### src/rtl/input_debouncer_pkg.sv
// Shared types and defaults for the input debouncer and its synchronizer.
//   deb_state_t          : debouncer FSM state (STABLE, SETTLING)
//   STABLE_COUNT_DEFAULT : default settle time in clk cycles (10 ms at 10 MHz)
//   RESET_LEVEL_DEFAULT  : default level of the debounced output and sync flops
//   STABLE_COUNT_MIN     : smallest legal settle time
//   cnt_width()          : settle counter width for a given settle time
package input_debouncer_pkg;

    typedef enum logic {
        STABLE   = 1'b0,
        SETTLING = 1'b1
    } deb_state_t;

    localparam int unsigned STABLE_COUNT_DEFAULT = 100000;
    localparam logic        RESET_LEVEL_DEFAULT  = 1'b0;
    localparam int unsigned STABLE_COUNT_MIN     = 2;

    // Counter only has to reach STABLE_COUNT-1; clamp keeps illegal values elaboratable
    // long enough for the range check in the top to report them.
    function automatic int unsigned cnt_width(input int unsigned stable_count);
        int unsigned w;
        w = 1;
        if (stable_count >= STABLE_COUNT_MIN) begin
            w = 32'($clog2(stable_count));
        end
        return w;
    endfunction

endpackage

### src/rtl/input_debouncer_sync_2ff.sv
// Two-flop synchronizer for a single asynchronous pin.
// Parameters:
//   RESET_LEVEL : value loaded into both flops while rst is high
// Ports:
//   clk : system clock, rising edge
//   rst : synchronous active-high reset
//   d   : asynchronous input level
//   q   : synchronized level (second flop)
module sync_2ff
    import input_debouncer_pkg::*;
#(
    parameter logic RESET_LEVEL = RESET_LEVEL_DEFAULT
) (
    input  logic clk,
    input  logic rst,
    input  logic d,
    output logic q
);

    logic meta;

    // First flop may go metastable; second flop gives it a full cycle to resolve.
    always_ff @(posedge clk) begin
        if (rst) begin
            meta <= RESET_LEVEL;
            q    <= RESET_LEVEL;
        end else begin
            meta <= d;
            q    <= meta;
        end
    end

endmodule

### src/rtl/input_debouncer.sv
// Debouncer for a bouncing mechanical input (button or switch).
// A change on raw_in is accepted only after the synchronized level has differed
// from the debounced level for STABLE_COUNT consecutive cycles; any return to
// the old level during that window restarts the wait.
// Parameters:
//   STABLE_COUNT : consecutive stable cycles required to accept a change (>= 2)
//   RESET_LEVEL  : level_out and synchronizer value during and after reset
// Ports:
//   clk        : system clock, rising edge
//   rst        : synchronous active-high reset
//   raw_in     : asynchronous bouncing pin level
//   level_out  : debounced level
//   rise_pulse : one-cycle strobe in the first cycle level_out is 1 after a change
//   fall_pulse : one-cycle strobe in the first cycle level_out is 0 after a change
// Build option:
//   INPUT_DEBOUNCER_EDGE_EN : when defined, rise_pulse/fall_pulse are generated;
//                             otherwise both are tied to 0.
module input_debouncer
    import input_debouncer_pkg::*;
#(
    parameter int unsigned STABLE_COUNT = STABLE_COUNT_DEFAULT,
    parameter logic        RESET_LEVEL  = RESET_LEVEL_DEFAULT
) (
    input  logic clk,
    input  logic rst,
    input  logic raw_in,
    output logic level_out,
    output logic rise_pulse,
    output logic fall_pulse
);

    localparam int unsigned      CNT_W    = cnt_width(STABLE_COUNT);
    localparam logic [CNT_W-1:0] CNT_LAST = CNT_W'(STABLE_COUNT - 1);

    // Settle times below two cycles cannot be expressed by the counter scheme.
    if (STABLE_COUNT < STABLE_COUNT_MIN) begin : g_bad_stable_count
        $error("input_debouncer: STABLE_COUNT must be >= 2");
    end

    logic             synced;
    deb_state_t       state;
    logic [CNT_W-1:0] cnt;
    logic             differ_c;
    logic             accept_c;

    sync_2ff #(
        .RESET_LEVEL (RESET_LEVEL)
    ) u_sync (
        .clk (clk),
        .rst (rst),
        .d   (raw_in),
        .q   (synced)
    );

    assign differ_c = (synced != level_out);
    // Last settling cycle with the new level still present: flip on this edge.
    assign accept_c = (state == SETTLING) && differ_c && (cnt == CNT_LAST);

    // Debounce FSM; counter counts cycles the new level has been seen.
    always_ff @(posedge clk) begin
        if (rst) begin
            state     <= STABLE;
            cnt       <= '0;
            level_out <= RESET_LEVEL;
        end else begin
            case (state)
                STABLE: begin
                    if (differ_c) begin
                        state <= SETTLING;
                        cnt   <= CNT_W'(1);
                    end
                end
                SETTLING: begin
                    if (!differ_c) begin
                        // Bounce back to the accepted level: drop the attempt.
                        state <= STABLE;
                        cnt   <= '0;
                    end else if (accept_c) begin
                        state     <= STABLE;
                        cnt       <= '0;
                        level_out <= ~level_out;
                    end else begin
                        cnt <= cnt + CNT_W'(1);
                    end
                end
                default: begin
                    state <= STABLE;
                    cnt   <= '0;
                end
            endcase
        end
    end

`ifdef INPUT_DEBOUNCER_EDGE_EN
    // Strobes are registered on the same edge that flips level_out.
    always_ff @(posedge clk) begin
        if (rst) begin
            rise_pulse <= 1'b0;
            fall_pulse <= 1'b0;
        end else begin
            rise_pulse <= accept_c && !level_out;
            fall_pulse <= accept_c && level_out;
        end
    end
`else
    assign rise_pulse = 1'b0;
    assign fall_pulse = 1'b0;
`endif

endmodule

### config.mk
export PLATFORM = sky130hd
export DESIGN_NAME = input_debouncer
export DESIGN_NICKNAME = d
export VERILOG_FILES = /design/src/rtl/input_debouncer_pkg.sv /design/src/rtl/input_debouncer_sync_2ff.sv /design/src/rtl/input_debouncer.sv
export SDC_FILE = /design/constraint.sdc
export NUM_CORES = 1
export LEC_CHECK = 0
export CAP_MARGIN = 10
export CORE_UTILIZATION = 61
export CTS_CLUSTER_DIAMETER = 200
export CTS_CLUSTER_SIZE = 8
export DETAILED_ROUTE_END_ITERATION = 7
export HOLD_SLACK_MARGIN = 0.06
export PLACE_DENSITY = 0.88
export REMOVE_ABC_BUFFERS = 1
export SETUP_SLACK_MARGIN = 0.02
export SYNTH_ARGS = -nofsm -noshare
export SYNTH_HDL_FRONTEND = slang
export SYNTH_HIERARCHICAL = 1
export SYNTH_SLANG_ARGS = --single-unit
export TNS_END_PERCENT = 20
### constraint.sdc
create_clock -name clk -period 4.1 [get_ports clk]
set_input_delay 0.82 -clock clk [delete_from_list [all_inputs] [get_ports clk]]
set_output_delay 0.82 -clock clk [all_outputs]
set_load 0.01 [all_outputs]
# After elaboration in Yosys (flattened, before gate mapping)
# Cells that the tools add are included.
word_totals:
  output_inout_bits: 3
  in_bits: 3
  word_cells: 22
  register_bits: 21
op_classes:
  addsub: 1
  eq_ne: 3
  n_reduce_logical: 3
  bitwise_logic: 2
  mux: 8
ops:
  columns: ["cell", "n"]
  rows:
  - ["$mux 17", 3]
  - ["$pmux 17 s2", 1]
  - ["$add 17x1->17 const B", 1]
  - ["$eq 17x17->1 const B", 1]
  - ["$mux 1", 3]
  - ["$reduce_and 3->1", 1]
  - ["$logic_and 1x1->1", 2]
  - ["$ne 2x2->1 const B", 1]
  - ["$not 1->1", 2]
  - ["$pmux 1 s2", 1]
  - ["$ne 1x1->1", 1]

# Logic depth before layout (Yosys ltp)
logic_depth:
  word_depth: 6
  ltp_mapped: 7
  mapped_depth_nobuf: 6

# Modules after synthesis
# The synthesis kept the hierarchy.
by_module_without_submodules:
  columns: ["mod", "area_each_um2", "cells_per_inst", "instances"]
  rows:
  - ["input_debouncer", 1017.2, 130, 1]
  - ["sync_2ff", 52.6, 4, 1]

# Least setup slack after synthesis
# No wires, ideal clock.
synth_path:
  path_kind: "reg-to-reg"
  from: "register cnt[12]"
  to: "register cnt[15]"
  setup_slack_ps: 2292
  setup_ps: 122
  synth_period_minus_slack_ps: 1808
  arrival_time_ps: 1686
  stages_incl_launch_ff: 6
  path_buffers: 0
  path_cell_list: "dfxtp_1 -> or4_4 -> nor4_4 -> a21oi_2 -> and3_1 -> a221o_1"
synth_via:
  elab_chain_cells: 5
synth_lines:
  columns: ["element", "line_no", "rtl"]
  rows:
  - ["start: declaration", "input_debouncer.sv:42", "logic [CNT_W-1:0] cnt;"]
  - ["start signal: assignment", "input_debouncer.sv:83", "cnt <= cnt + CNT_W'(1);"]
  - ["branches (longest 2 deep; another with $add 17x1->17)", null, null]
  - ["$mux 17 *", "input_debouncer.sv:78", "end else if (accept_c) begin"]
  - ["$mux 17 *", "input_debouncer.sv:74", "if (!differ_c) begin"]
  - ["$pmux 17 s2 *", "input_debouncer.sv:66", "case (state)"]
# Every way passes the cells marked *.
# A chain may end at the register's enable or synchronous reset.

==> flow_metrics.tcl <==
set metrics [dict create \
    gp_congestion 0.818 \
    hold_ws_ns 0.459 \
    max_freq_mhz 433 \
    clock-root-buffer "clkbuf_4" \
    rr_worst_depth 5 \
    vias_per_cell 6.39 \
    antenna_found_initial 0 \
    synth_area_leader_cell "dfxtp_1" \
    grt_pass1_wl_mm 3.73 \
    cts_tree "built" \
    post-place-ws_ns 1.47 \
    status "complete, no violations" \
    hp-class "reg2reg" \
    synthCells 134 \
    worstSetupPathType "in2reg" \
    ir_drop_mv 0.274 \
    track_usage_pct 26.3 \
    crit_path_end "cnt[15]$_SDFFE_PP0P_" \
    end_kind "register" \
    whs_path_depth 1 \
    cts_max_level 1 \
    drt-initial-drc-count 49 \
    firstDrtPassIters 4 \
    maxSlewHeadroom_pct 66.6 \
    grt_max_degree 16 \
    diodes 0 \
    drc 0 \
    p_int_w 0.000248 \
    period_needed_ns 2.31 \
    gr-total-overflow 0 \
    dieArea_mm2 0.00193 \
    drv_slew 0 \
    fin_cells 153 \
    synth_edf_count 0 \
    synth_area_mm2 0.00107 \
    ant_nets 0 \
    die_h_um 43.9 \
    rsz0062_at_grt "no" \
    pwr-share-clk_pct 32.0 \
    worst_pin_slew_ns 0.501 \
    power_switching_w 0.0000757 \
    p_seq_share_pct 63.9 \
    p_comb_share_pct 4.0 \
    setup-tns-final_ns 0 \
    synth.avg_cell_area_um2 7.98 \
    r2r-end "cnt[15]$_SDFFE_PP0P_" \
    port_buffers 3 \
    initial_core_util_pct 67.9 \
    post_cts_buffers 0 \
    timing.rr.start "cnt[13]$_SDFFE_PP0P_" \
    area_growth_pct 5.61 \
    yosysWarnings 6 \
    async_flop_share_pct 0 \
    dp_hpwl_mm 1.54 \
    via_count 977 \
    crit_path_start "rst" \
    rows 14 \
    cellPowerDensity_mw_per_mm2 287 \
    cts_sinks 21 \
    ys_ff_latch 21 \
    cts.clk_slew.worst_paths_ns 0.12 \
    cts_hold_buf 0 \
    die_x_um 43.9 \
    hold_viol 0 \
    rrSetupSlack_ns 2.04 \
    drive_above_1_share_pct 6.57 \
    fp.coreArea_mm2 0.00158 \
    final.setup_skew_ns 0.0119 \
    synth.area.top_cells "dfxtp_1, nand3_1, nand2_1" \
    total_leakage_power_nw 0.406 \
    clk_path_buf_depth 2 \
    io_pins 6 \
    nNetsFinal 142 \
    cts_buffers 3 \
    worstPathArrival_ns 2.57 \
    cts_resized 0 \
    cp-start-kind "primary input" \
    dp.cells 149 \
    insertion_delay_ns 0.32 \
    critPathRequiredTime_ns 4.36 \
    setup_viol 0 \
    wire_per_inst_um 14.0 \
    fillCellCount 123 \
    yosysSeqAreaShare_pct 39.3 \
    p_sw_share_pct 23.4 \
    maxCapViolCount 0 \
    grt_pass1_vias 872 \
    synth_ff_type "dfxtp_1" \
    wirelength_mm 2.14 \
    timing.final.ws_setup_ns 1.79 \
    synth_top_area_share_pct 39.3 \
    ys_types 34 \
    cp_max_fo 13 \
    fin_crit_sh_pct 56.3 \
]
worst min path at each step:
| stage | end | startpoint | slack [ns] |
|---|---|---|---|
| 3_5_place_dp | u_sync/q$_SDFF_PP0_ | u_sync/meta$_SDFF_PP0_ | 0.43 |
| 4_1_cts | u_sync/q$_SDFF_PP0_ | u_sync/meta$_SDFF_PP0_ | 0.46 |
| 2_1_floorplan | u_sync/q$_SDFF_PP0_ | u_sync/meta$_SDFF_PP0_ | 0.41 |
| 6_report | u_sync/q$_SDFF_PP0_ | u_sync/meta$_SDFF_PP0_ | 0.46 |
| 3_3_place_gp | u_sync/q$_SDFF_PP0_ | u_sync/meta$_SDFF_PP0_ | 0.43 |
| 5_1_grt | u_sync/q$_SDFF_PP0_ | u_sync/meta$_SDFF_PP0_ | 0.48 |
state kept, by name, summed over array words and instances (netlist names):
| register | cells |
|---|---|
| cnt | 17 |
| level_out | 1 |
| state | 1 |
| u_sync/meta | 1 |
| u_sync/q | 1 |
per-stage QoR:
stage	total power, W	utilization (%)	instance area [um2]
2_1_floorplan	0.000219	-	1040
3_3_place_gp	0.000224	69.8	1100
3_5_place_dp	0.000225	69.8	1100
4_1_cts	0.000329	71.7	1130
5_1_grt	0.000338	71.7	1130
6_report	0.000324	71.7	1130
synthesized netlist by cell type (all sizes together) (2+ instances only):
| cell | number |
|---|---|
| nor2 | 10 |
| nand2b | 3 |
| o31ai | 2 |
| and4 | 2 |
| a21oi | 7 |
| nand3 | 21 |
| nand2 | 19 |
| o21ai | 5 |
| nand4 | 5 |
| nand3b | 2 |
| nor2b | 2 |
| and3b | 2 |
| dfxtp | 21 |
| nor3 | 3 |
| and3 | 4 |
| clkbuf | 3 |
| or3 | 5 |
| buf | 3 |
| xor2 | 2 |
cell usage in the layout, fill, tap and decap left out, types with 3 or more instances in the layout:
cell / n
nand3_1: 21
clkdlybuf4s50_1: 3
nand2_1: 19
clkbuf_4: 3
nor2_1: 10
nor3_1: 3
o21ai_0: 5
nand2b_1: 3
a21oi_1: 6
and3_1: 4
nand4_1: 5
dfxtp_1: 21
or3_1: 5
metal layers:
metal | part of all wire, % | track usage [%] | wire length (um)
met2 | 47 | 43.3 | 1010
met3 | 6.4 | 8.75 | 136
met5 | 0 | 0 | 0
met1 | 45 | 31.8 | 971
met4 | 0.66 | 9.70 | 14
power by group through the flow:
stage	registers, W	logic (W)	clock network (W)
after floorplan	0.000211	0.00000730	0
after global placement	0.000212	0.0000126	0
after detailed placement	0.000212	0.0000129	0
after CTS	0.000207	0.0000130	0.000108
after global routing	0.000208	0.0000144	0.000116
final	0.000207	0.0000130	0.000104
worst max-delay path, stage by stage:
cell and delay, ns:
clkdlybuf4s50_1 0.53, nand3b_1 0.39, a21oi_2 0.49, and3_1 0.23, a221o_1 0.10
final cells by class:
cell class	count	area [um2]	area share [%]
sequential	21	420	37.2
multi-input combinational	108	622	55.0
clock inverter	1	7.51	0.664
tap	16	20.0	1.77
timing repair buffer	4	37.5	3.32
clock buffer	3	22.5	1.99
logic make-up after synthesis:
| logic type | share of synthesized area [%] |
|---|---|
| simple gates | 40.8 |
| flops | 39.3 |
| compound gates | 12.0 |
| buf+inv | 2.92 |
| xor+xnor | 2.46 |
| fa+ha+maj | 1.17 |
| other cells | 0.351 |
| mux | 0.936 |
(Power assumes the default switching activity.)
